==> src/rtl/divider_pkg.sv <==
// ============================================================================
// Module  : divider_pkg
// Brief   : Shared widths, iteration count and FSM state type for the
//           18-by-9 sequential divider.
// Rev     : 1.0  initial release
// ============================================================================
`default_nettype none

package divider_pkg;

   localparam int DVD_WIDTH_DEF = 18;
   localparam int DVS_WIDTH_DEF = 9;
   localparam int ITER_COUNT    = 18;

   typedef enum logic [1:0] {
      S_IDLE = 2'd0,
      S_CALC = 2'd1,
      S_FIX  = 2'd2,
      S_DONE = 2'd3
   } state_t;

endpackage

`default_nettype wire

==> src/rtl/div_restoring_step.sv <==
// ============================================================================
// Module  : div_restoring_step
// Brief   : One radix-2 restoring iteration: shift in a dividend bit,
//           trial-subtract the divisor, keep or restore the partial remainder.
// Rev     : 1.0  initial release
// ============================================================================
`default_nettype none

module div_restoring_step
   import divider_pkg::*;
#(
   parameter int DVS_WIDTH = DVS_WIDTH_DEF
) (
   input  logic [DVS_WIDTH:0]   rem_in,
   input  logic                 dvd_bit,
   input  logic [DVS_WIDTH-1:0] dvs,
   output logic [DVS_WIDTH:0]   rem_out,
   output logic                 q_bit
);

   logic [DVS_WIDTH+1:0] trial;
   logic [DVS_WIDTH:0]   diff;

   // The extra trial MSB only matters for a zero divisor, where the partial
   // remainder is never reduced and keeps absorbing dividend bits.
   always_comb begin
      trial   = {rem_in, dvd_bit};
      diff    = trial[DVS_WIDTH:0] - {1'b0, dvs};
      q_bit   = (trial >= {2'b00, dvs});
      rem_out = q_bit ? diff : trial[DVS_WIDTH:0];
   end

endmodule

`default_nettype wire

==> src/rtl/sequential_divider_18by9.sv <==
// ============================================================================
// Module  : sequential_divider_18by9
// Brief   : Signed/unsigned 18/9 restoring divider, valid/ready handshake.
//           DIVIDER_DIV0_FLAG_EN: zero divisor bypasses to DONE with a flag.
// Rev     : 1.0  initial release
// ============================================================================
`default_nettype none

module sequential_divider_18by9
   import divider_pkg::*;
#(
   parameter int DVD_WIDTH = DVD_WIDTH_DEF,
   parameter int DVS_WIDTH = DVS_WIDTH_DEF
) (
   input  logic                 clk,
   input  logic                 rst_n,
   input  logic                 in_valid,
   output logic                 in_ready,
   input  logic [DVD_WIDTH-1:0] dividend,
   input  logic [DVS_WIDTH-1:0] divisor,
   input  logic                 A_sign,
   input  logic                 B_sign,
   output logic                 out_valid,
   input  logic                 out_ready,
   output logic [DVD_WIDTH-1:0] quotient,
   output logic [DVS_WIDTH-1:0] remainder,
   output logic                 div_zero
);

   localparam int CNT_W = $clog2(ITER_COUNT);

   state_t               state_q,     state_d;
   logic [CNT_W-1:0]     count_q,     count_d;
   logic [DVD_WIDTH-1:0] dvd_q,       dvd_d;
   logic [DVS_WIDTH-1:0] dvs_q,       dvs_d;
   logic [DVS_WIDTH:0]   rem_q,       rem_d;
   logic                 neg_quo_q,   neg_quo_d;
   logic                 neg_rem_q,   neg_rem_d;
   logic                 in_ready_q,  in_ready_d;
   logic                 out_valid_q, out_valid_d;
   logic [DVD_WIDTH-1:0] quotient_q,  quotient_d;
   logic [DVS_WIDTH-1:0] remainder_q, remainder_d;
   logic                 div_zero_q,  div_zero_d;

   logic                 sdvd;
   logic                 sdvs;
   logic [DVS_WIDTH:0]   step_rem;
   logic                 step_q_bit;

   div_restoring_step #(
      .DVS_WIDTH (DVS_WIDTH)
   ) u_step (
      .rem_in  (rem_q),
      .dvd_bit (dvd_q[DVD_WIDTH-1]),
      .dvs     (dvs_q),
      .rem_out (step_rem),
      .q_bit   (step_q_bit)
   );

   always_comb begin
      sdvd        = dividend[DVD_WIDTH-1] & A_sign;
      sdvs        = divisor[DVS_WIDTH-1] & B_sign;
      state_d     = state_q;
      count_d     = count_q;
      dvd_d       = dvd_q;
      dvs_d       = dvs_q;
      rem_d       = rem_q;
      neg_quo_d   = neg_quo_q;
      neg_rem_d   = neg_rem_q;
      in_ready_d  = in_ready_q;
      out_valid_d = out_valid_q;
      quotient_d  = quotient_q;
      remainder_d = remainder_q;
      div_zero_d  = div_zero_q;

      case (state_q)
         S_IDLE: begin
            if (in_valid) begin
               dvd_d      = sdvd ? (~dividend + 1'b1) : dividend;
               dvs_d      = sdvs ? (~divisor + 1'b1) : divisor;
               neg_quo_d  = sdvd ^ sdvs;
               neg_rem_d  = sdvd;
               rem_d      = '0;
               count_d    = '0;
               in_ready_d = 1'b0;
               state_d    = S_CALC;
`ifdef DIVIDER_DIV0_FLAG_EN
               if (divisor == '0) begin
                  quotient_d  = '1;
                  remainder_d = dividend[DVS_WIDTH-1:0];
                  div_zero_d  = 1'b1;
                  out_valid_d = 1'b1;
                  state_d     = S_DONE;
               end
`endif
            end
         end
         S_CALC: begin
            // Quotient bits shift into the vacated LSBs of the dividend register.
            rem_d   = step_rem;
            dvd_d   = {dvd_q[DVD_WIDTH-2:0], step_q_bit};
            count_d = count_q + 1'b1;
            if (count_q == CNT_W'(ITER_COUNT - 1)) begin
               state_d = S_FIX;
            end
         end
         S_FIX: begin
            quotient_d  = neg_quo_q ? (~dvd_q + 1'b1) : dvd_q;
            remainder_d = neg_rem_q ? (~rem_q[DVS_WIDTH-1:0] + 1'b1)
                                    : rem_q[DVS_WIDTH-1:0];
            div_zero_d  = 1'b0;
            out_valid_d = 1'b1;
            state_d     = S_DONE;
         end
         S_DONE: begin
            if (out_ready) begin
               out_valid_d = 1'b0;
               in_ready_d  = 1'b1;
               state_d     = S_IDLE;
            end
         end
         default: begin
            state_d = S_IDLE;
         end
      endcase
   end

   always_ff @(posedge clk) begin
      if (!rst_n) begin
         state_q     <= S_IDLE;
         count_q     <= '0;
         dvd_q       <= '0;
         dvs_q       <= '0;
         rem_q       <= '0;
         neg_quo_q   <= 1'b0;
         neg_rem_q   <= 1'b0;
         in_ready_q  <= 1'b1;
         out_valid_q <= 1'b0;
         quotient_q  <= '0;
         remainder_q <= '0;
         div_zero_q  <= 1'b0;
      end else begin
         state_q     <= state_d;
         count_q     <= count_d;
         dvd_q       <= dvd_d;
         dvs_q       <= dvs_d;
         rem_q       <= rem_d;
         neg_quo_q   <= neg_quo_d;
         neg_rem_q   <= neg_rem_d;
         in_ready_q  <= in_ready_d;
         out_valid_q <= out_valid_d;
         quotient_q  <= quotient_d;
         remainder_q <= remainder_d;
         div_zero_q  <= div_zero_d;
      end
   end

   assign in_ready  = in_ready_q;
   assign out_valid = out_valid_q;
   assign quotient  = quotient_q;
   assign remainder = remainder_q;
`ifdef DIVIDER_DIV0_FLAG_EN
   assign div_zero  = div_zero_q;
`else
   assign div_zero  = 1'b0;
`endif

endmodule

`default_nettype wire

==> config.mk <==
export PLATFORM = sky130hd
export DESIGN_NAME = sequential_divider_18by9
export DESIGN_NICKNAME = d
export VERILOG_FILES = /design/src/rtl/divider_pkg.sv /design/src/rtl/div_restoring_step.sv /design/src/rtl/sequential_divider_18by9.sv
export SDC_FILE = /design/constraint.sdc
export NUM_CORES = 1
export LEC_CHECK = 0
export ABC_AREA = 1
export CAP_MARGIN = 10
export CORE_MARGIN = 2
export CORE_UTILIZATION = 60
export DETAILED_ROUTE_END_ITERATION = 8
export PLACE_DENSITY = 0.86
export SKIP_CTS_REPAIR_TIMING = 1
export SLEW_MARGIN = 10
export SYNTH_ARGS = -nofsm -noshare
export SYNTH_HDL_FRONTEND = slang
export SYNTH_SLANG_ARGS = --single-unit
==> constraint.sdc <==
create_clock -name clk -period 3.3 [get_ports clk]
set_input_delay 0.66 -clock clk [delete_from_list [all_inputs] [get_ports clk]]
set_output_delay 0.66 -clock clk [all_outputs]
set_load 0.01 [all_outputs]
==> results of run 1 <==
==> worst register-to-register path, cell delays in order (launching register included) <==
cell	delay, ns
dfxtp_1	0.39
inv_1	0.08
ha_1	0.25
nand2_2	0.15
inv_2	0.14
a21oi_2	0.46
buf_4	0.40
a21oi_1	0.07
a221oi_1	0.24
==> where the power goes <==
group | internal [mW] | switching, mW | total (mW)
Clock | 0.283 | 0.383 | 0.667
Combinational | 1.42 | 2.35 | 3.76
Sequential | 1.22 | 0.291 | 1.51
Total | 2.92 | 3.02 | 5.94
==> layout make-up <==
class,instances,area (sq um)
Multi-Input combinational cell,544,2790
Clock inverter,7,57.6
Timing Repair Buffer,69,671
Fill cell,645,2120
Inverter,101,379
Sequential cell,75,1500
Clock buffer,9,124
Tap cell,102,128
==> how the worst min path moves through the flow <==
stage / from / to / cells after the start
after global routing: rem_q[9] / rem_q[9] / 2
final: dvd_q[14] / dvd_q[14] / 2
after CTS: dvd_q[14] / dvd_q[14] / 2
after global placement: dvd_q[14] / dvd_q[14] / 2
after detailed placement: dvd_q[14] / dvd_q[14] / 2
after floorplan: rem_q[9] / rem_q[9] / 2
==> kinds of logic (layout without fill, tap and decap cells) <==
kind of cell               count (synthesis)  count (layout)  share of synthesized area (%)
and+or+nand+nor                          339             339                           29.3
AOI/OAI and AO/OA                        162             162                           19.1
buffers and inverters                    132             186                           11.0
DFF                                       75              75                           31.2
xor gates and xnor gates                  22              22                           4.00
adders and majority gates                 20              20                           5.35
other                                      1               1                         0.0778
==> through the flow <==
step | power, mW | utilization, % | setup WS, ns | area [sq um] | cells
detailed placement | 5.24 | 70.3 | 0.640 | 5460 | 891
floorplan | 4.38 | - | 1.56 | 4820 | 751
finish | 5.94 | 72.7 | 0.963 | 5650 | 907
global route | 6.53 | 72.7 | 0.834 | 5650 | 907
global placement | 5.11 | 70.3 | 0.708 | 5460 | 891
CTS | 5.91 | 72.7 | 0.992 | 5650 | 907
==> sequential cells by signal (all words and copies together) (netlist names) <==
name       count
in_ready       1
remainder      9
dvs_q          9
dvd_q         18
count_q        5
rem_q         10
quotient      18
neg_quo_q      1
out_valid      1
state_q        2
neg_rem_q      1
==> layer usage <==
metal	global-route usage, %	up-vias	wire, um
met5	0	-	0
met4	8.33	0	136
met3	2.98	12	439
met2	47.5	124	5380
met1	38.0	2178	5570
li1	-	2543	-
==> cell usage after synthesis, drive strengths merged, types with 6 or more instances <==
cell type  count  area share [%]
ha            19             4.9
nor3           6            0.62
dfxtp         75              31
inv          101             7.9
nor2          78             6.1
o211ai        12             1.9
xor2          15             2.7
clkbuf        19             1.7
buf           12             1.5
nand2        190              15
nand3         54             5.7
o21ai         54             5.8
a21oi         79             8.6
o221ai         9             1.6
xnor2          7             1.3
==> flow_summary.json, run 1 <==
{
  "synth_area_per_cell_sq_um": 6.42,
  "ff2ff_path_depth": 8,
  "crit_end": "dvd_q[1]",
  "dieArea_sq_mm": 0.00876,
  "ir_worst_vdd_mv": 0.447,
  "grt_use_total_pct": 28.1,
  "dr.pass1.iters": 5,
  "drive_above_1_share_pct": 5.22,
  "min_period_ns": 2.34,
  "cp_top_family": "buffers and inverters",
  "hold_ws_ns": 0.472,
  "overflow": 0,
  "crit_required_ns": 3.56,
  "fin_worst_skew_ns": 0.00907,
  "crit_path_end_kind": "flop",
  "final_cell_mix": "nand2_1 (184), inv_1 (98), nor2_1 (77)",
  "cts-htree-levels": 3,
  "r2r_slack_ns": 1.02,
  "dpl.hpwl_um": 8980,
  "die_width_um": 93.6,
  "path_depth": 7,
  "fp-row-count": 32,
  "port_buffers": 61,
  "cp-start-kind": "primary input",
  "synth_edf_count": 0,
  "initial_core_util_pct": 62.0,
  "grt_pass1_wl_um": 20000,
  "power.density_mw_per_mm2": 1050,
  "routed-via-count": 4857,
  "synth-seq-cells": 75,
  "rsz0062_at_grt": "no",
  "n_antenna_cell": 0,
  "worstSetupPathType": "in2reg",
  "grt_max_degree": 54,
  "netlist_area_sq_mm": 0.00482,
  "dieHeight_um": 93.6,
  "hold_viol": 0,
  "cts.sinks": 75,
  "core_sq_mm": 0.00777,
  "cts_root_buffer": "clkbuf_8",
  "drt_first_iter_violations": 297,
  "critPathArrivalTime_ns": 2.60,
  "max_cap_viol_count": 0,
  "numCtsBuffers": 9,
  "r2r_start": "state_q[0]",
  "synth-async-reset-ratio_pct": 0,
  "relSlewSlack_pct": 42.7,
  "rr_endpoint": "dvd_q[1]",
  "hold_path.class": "reg2reg",
  "ys_warn_count": 0,
  "worstMarginPinSlew_ns": 0.857,
  "synthFlopType": "dfxtp_1",
  "syn_inst": 751,
  "finalCritPeriodShare_pct": 70.8,
  "ys_types": 39,
  "outcome": "completed",
  "drc": 0,
  "syn_to_final_growth_pct": 17.2,
  "clk_latency_ns": 0.35,
  "routed_wl_um": 11500,
  "finalSetupTns_ns": 0,
  "cpPeakStageDelay_ns": 0.46,
  "fmax_mhz": 428,
  "critPathLaunch": "in_valid",
  "syn_nets": 804,
  "p_leak_nw": 2.59,
  "path_buf_inv": 3,
  "path_cells": "clkdlybuf4s50_1 -> nand2_2 -> inv_2 -> a21oi_2 -> buf_4 -> a21oi_1 -> a221oi_1",
  "synth_seq_area_share_pct": 31.2,
  "avgViaCountPerCell": 5.36,
  "crit_fanout": 31,
  "antenna_found_initial": 0,
  "wl_per_cell_um": 12.7,
  "finalSetupViolCount": 0,
  "worst_path_max_delay_cell": "clkdlybuf4s50_1",
  "clockBufferDepth": 2,
  "ios": 63,
  "grt_pass1_vias": 4448,
  "clk_pin_slew_worst_paths_ns": 0.08,
  "postRouteAntennaNets": 0,
  "slew_violations": 0,
  "cts_tree": "yes",
  "layout.nets": 853,
  "final_common_cell": "nand2_1",
  "gp_congestion": 0.904
}
(Power assumes the default switching activity.)
==> run 2: changes to the inputs <==
Settings changed: CORE_UTILIZATION 60 to 56, PLACE_DENSITY 0.86 to 0.81.
Clock period 3.3 ns to 2.24 ns, I/O delays scaled along.
==> flow_summary.json, run 2 (synthesis gave the netlist of run 1 again) <==
{
  "path_buf_inv": 1,
  "fin_worst_skew_ns": 0.00784,
  "drive_above_1_share_pct": 5.80,
  "cts.sinks": 75,
  "cpPeakStageDelay_ns": 0.40,
  "dieHeight_um": 96.8,
  "port_buffers": 61,
  "final_util_pct": 69.5,
  "p_leak_nw": 2.66,
  "clk_pin_slew_worst_paths_ns": 0.08,
  "grt_pass1_wl_um": 20300,
  "drt_first_iter_violations": 321,
  "cp_top_family": "simple AND/OR/NAND/NOR gates",
  "wl_met3_um": 599,
  "drc": 0,
  "max_cap_viol_count": 0,
  "fmax_mhz": 485,
  "route.met2.wl_um": 5460,
  "worst_path_max_delay_cell": "dfxtp_1",
  "fp-row-count": 33,
  "grt_pass1_vias": 4448,
  "antenna_found_initial": 0,
  "wl_per_cell_um": 13.1,
  "hold_path.class": "reg2reg",
  "dpl.hpwl_um": 9310,
  "finalSetupTns_ns": 0,
  "crit_fanout": 3,
  "hold_ws_ns": 0.474,
  "maxUsedRoutingLayer": "met4",
  "worstSetupPathType": "reg2reg",
  "grt_max_degree": 42,
  "grt_use_total_pct": 25.8,
  "dr.pass1.iters": 5,
  "initial_core_util_pct": 58.1,
  "ir_worst_vdd_mv": 0.693,
  "numCtsBuffers": 9,
  "postRouteAntennaNets": 0,
  "final_common_cell": "nand2_1",
  "finalSetupViolCount": 0,
  "outcome": "completed",
  "ios": 63,
  "layout.nets": 858,
  "n_antenna_cell": 0,
  "power.density_mw_per_mm2": 1590,
  "finalPower_mw": 9.17,
  "crit_required_ns": 2.52,
  "final_cell_mix": "nand2_1 (184), inv_1 (98), nor2_1 (77)",
  "drt-met1-wl_um": 5760,
  "finalCritPeriodShare_pct": 92.1,
  "dieArea_sq_mm": 0.00936,
  "gp_congestion": 0.916,
  "crit_path_end_kind": "flop",
  "syn_to_final_growth_pct": 19.7,
  "clockBufferDepth": 2,
  "cp-start-kind": "flop",
  "path_cells": "inv_1 -> ha_1 -> fa_1 -> nand3b_1 -> nand2_1 -> nand2_1 -> nand3b_1 -> nand2_1 -> nand2_1 -> nand3_1 -> a21oi_1",
  "overflow": 0,
  "min_period_ns": 2.06,
  "cts_tree": "yes",
  "clk_latency_ns": 0.35,
  "slew_violations": 0,
  "core_sq_mm": 0.00830,
  "critPathArrivalTime_ns": 2.34,
  "rsz0062_at_grt": "no",
  "hold_viol": 0,
  "avgViaCountPerCell": 5.41,
  "cts-htree-levels": 3,
  "routed-via-count": 4946,
  "routed_wl_um": 12000,
  "path_common_cell": "nand2_1",
  "cts_root_buffer": "clkbuf_8",
  "die_width_um": 96.8
}
run 2: cell types whose count changed in the layout (fill, tap and decap cells not counted):
cell,before,now
buf_12,0,1
buf_4,8,12
bufinv_16,0,3
clkinv_4,0,1
clkinvlp_4,3,1
inv_6,4,2
run 2: worst paths after layout:
path | from | endpoint | slack, ns | cells past startpoint
max | dvd_q[17] | rem_q[6] | 0.18 | 11
min | rem_q[9] | rem_q[9] | 0.47 | 2
max reg2reg | dvd_q[17] | rem_q[6] | 0.18 | 11
min reg2reg | rem_q[9] | rem_q[9] | 0.47 | 2
run 2: routing by layer:
metal	GRT usage, %	vias to the layer above
met5	0	-
met4	7.91	0
met2	41.8	142
li1	-	2540
met3	4.05	13
met1	35.4	2251
run 2: stage by stage:
step           instance area (sq um)  cells  setup slack, ns
2_1_floorplan                   4820    751            0.519
3_3_place_gp                    5520    899            0.216
3_5_place_dp                    5520    899            0.174
4_1_cts                         5770    915            0.222
5_1_grt                         5770    915           0.0197
6_report                        5770    915            0.178
run 2: where the power goes:
group	switching (mW)	leakage, nW	internal, mW	total, mW
Combinational	3.52	1.92	2.16	5.68
Sequential	0.400	0.615	1.80	2.20
Clock	0.543	0.120	0.749	1.29
Total	4.47	2.66	4.70	9.17
run 2: cell type report:
class                      instances  area [sq um]
tap                              105           131
clock buffer                       9           124
timing repair buffer              74           721
clock inverter                     7           124
sequential                        75          1500
inverter                         101           379
fill                             745          2530
multi-input combinational        544          2790
run 2: worst reg2reg max path, cell delays in order (launching register included):
cell and delay (ns):
dfxtp_1 0.40, inv_1 0.08, ha_1 0.21, fa_1 0.40, nand3b_1 0.17, nand2_1 0.15
nand2_1 0.10, nand3b_1 0.09, nand2_1 0.08, nand2_1 0.07, nand3_1 0.09, a21oi_1 0.16
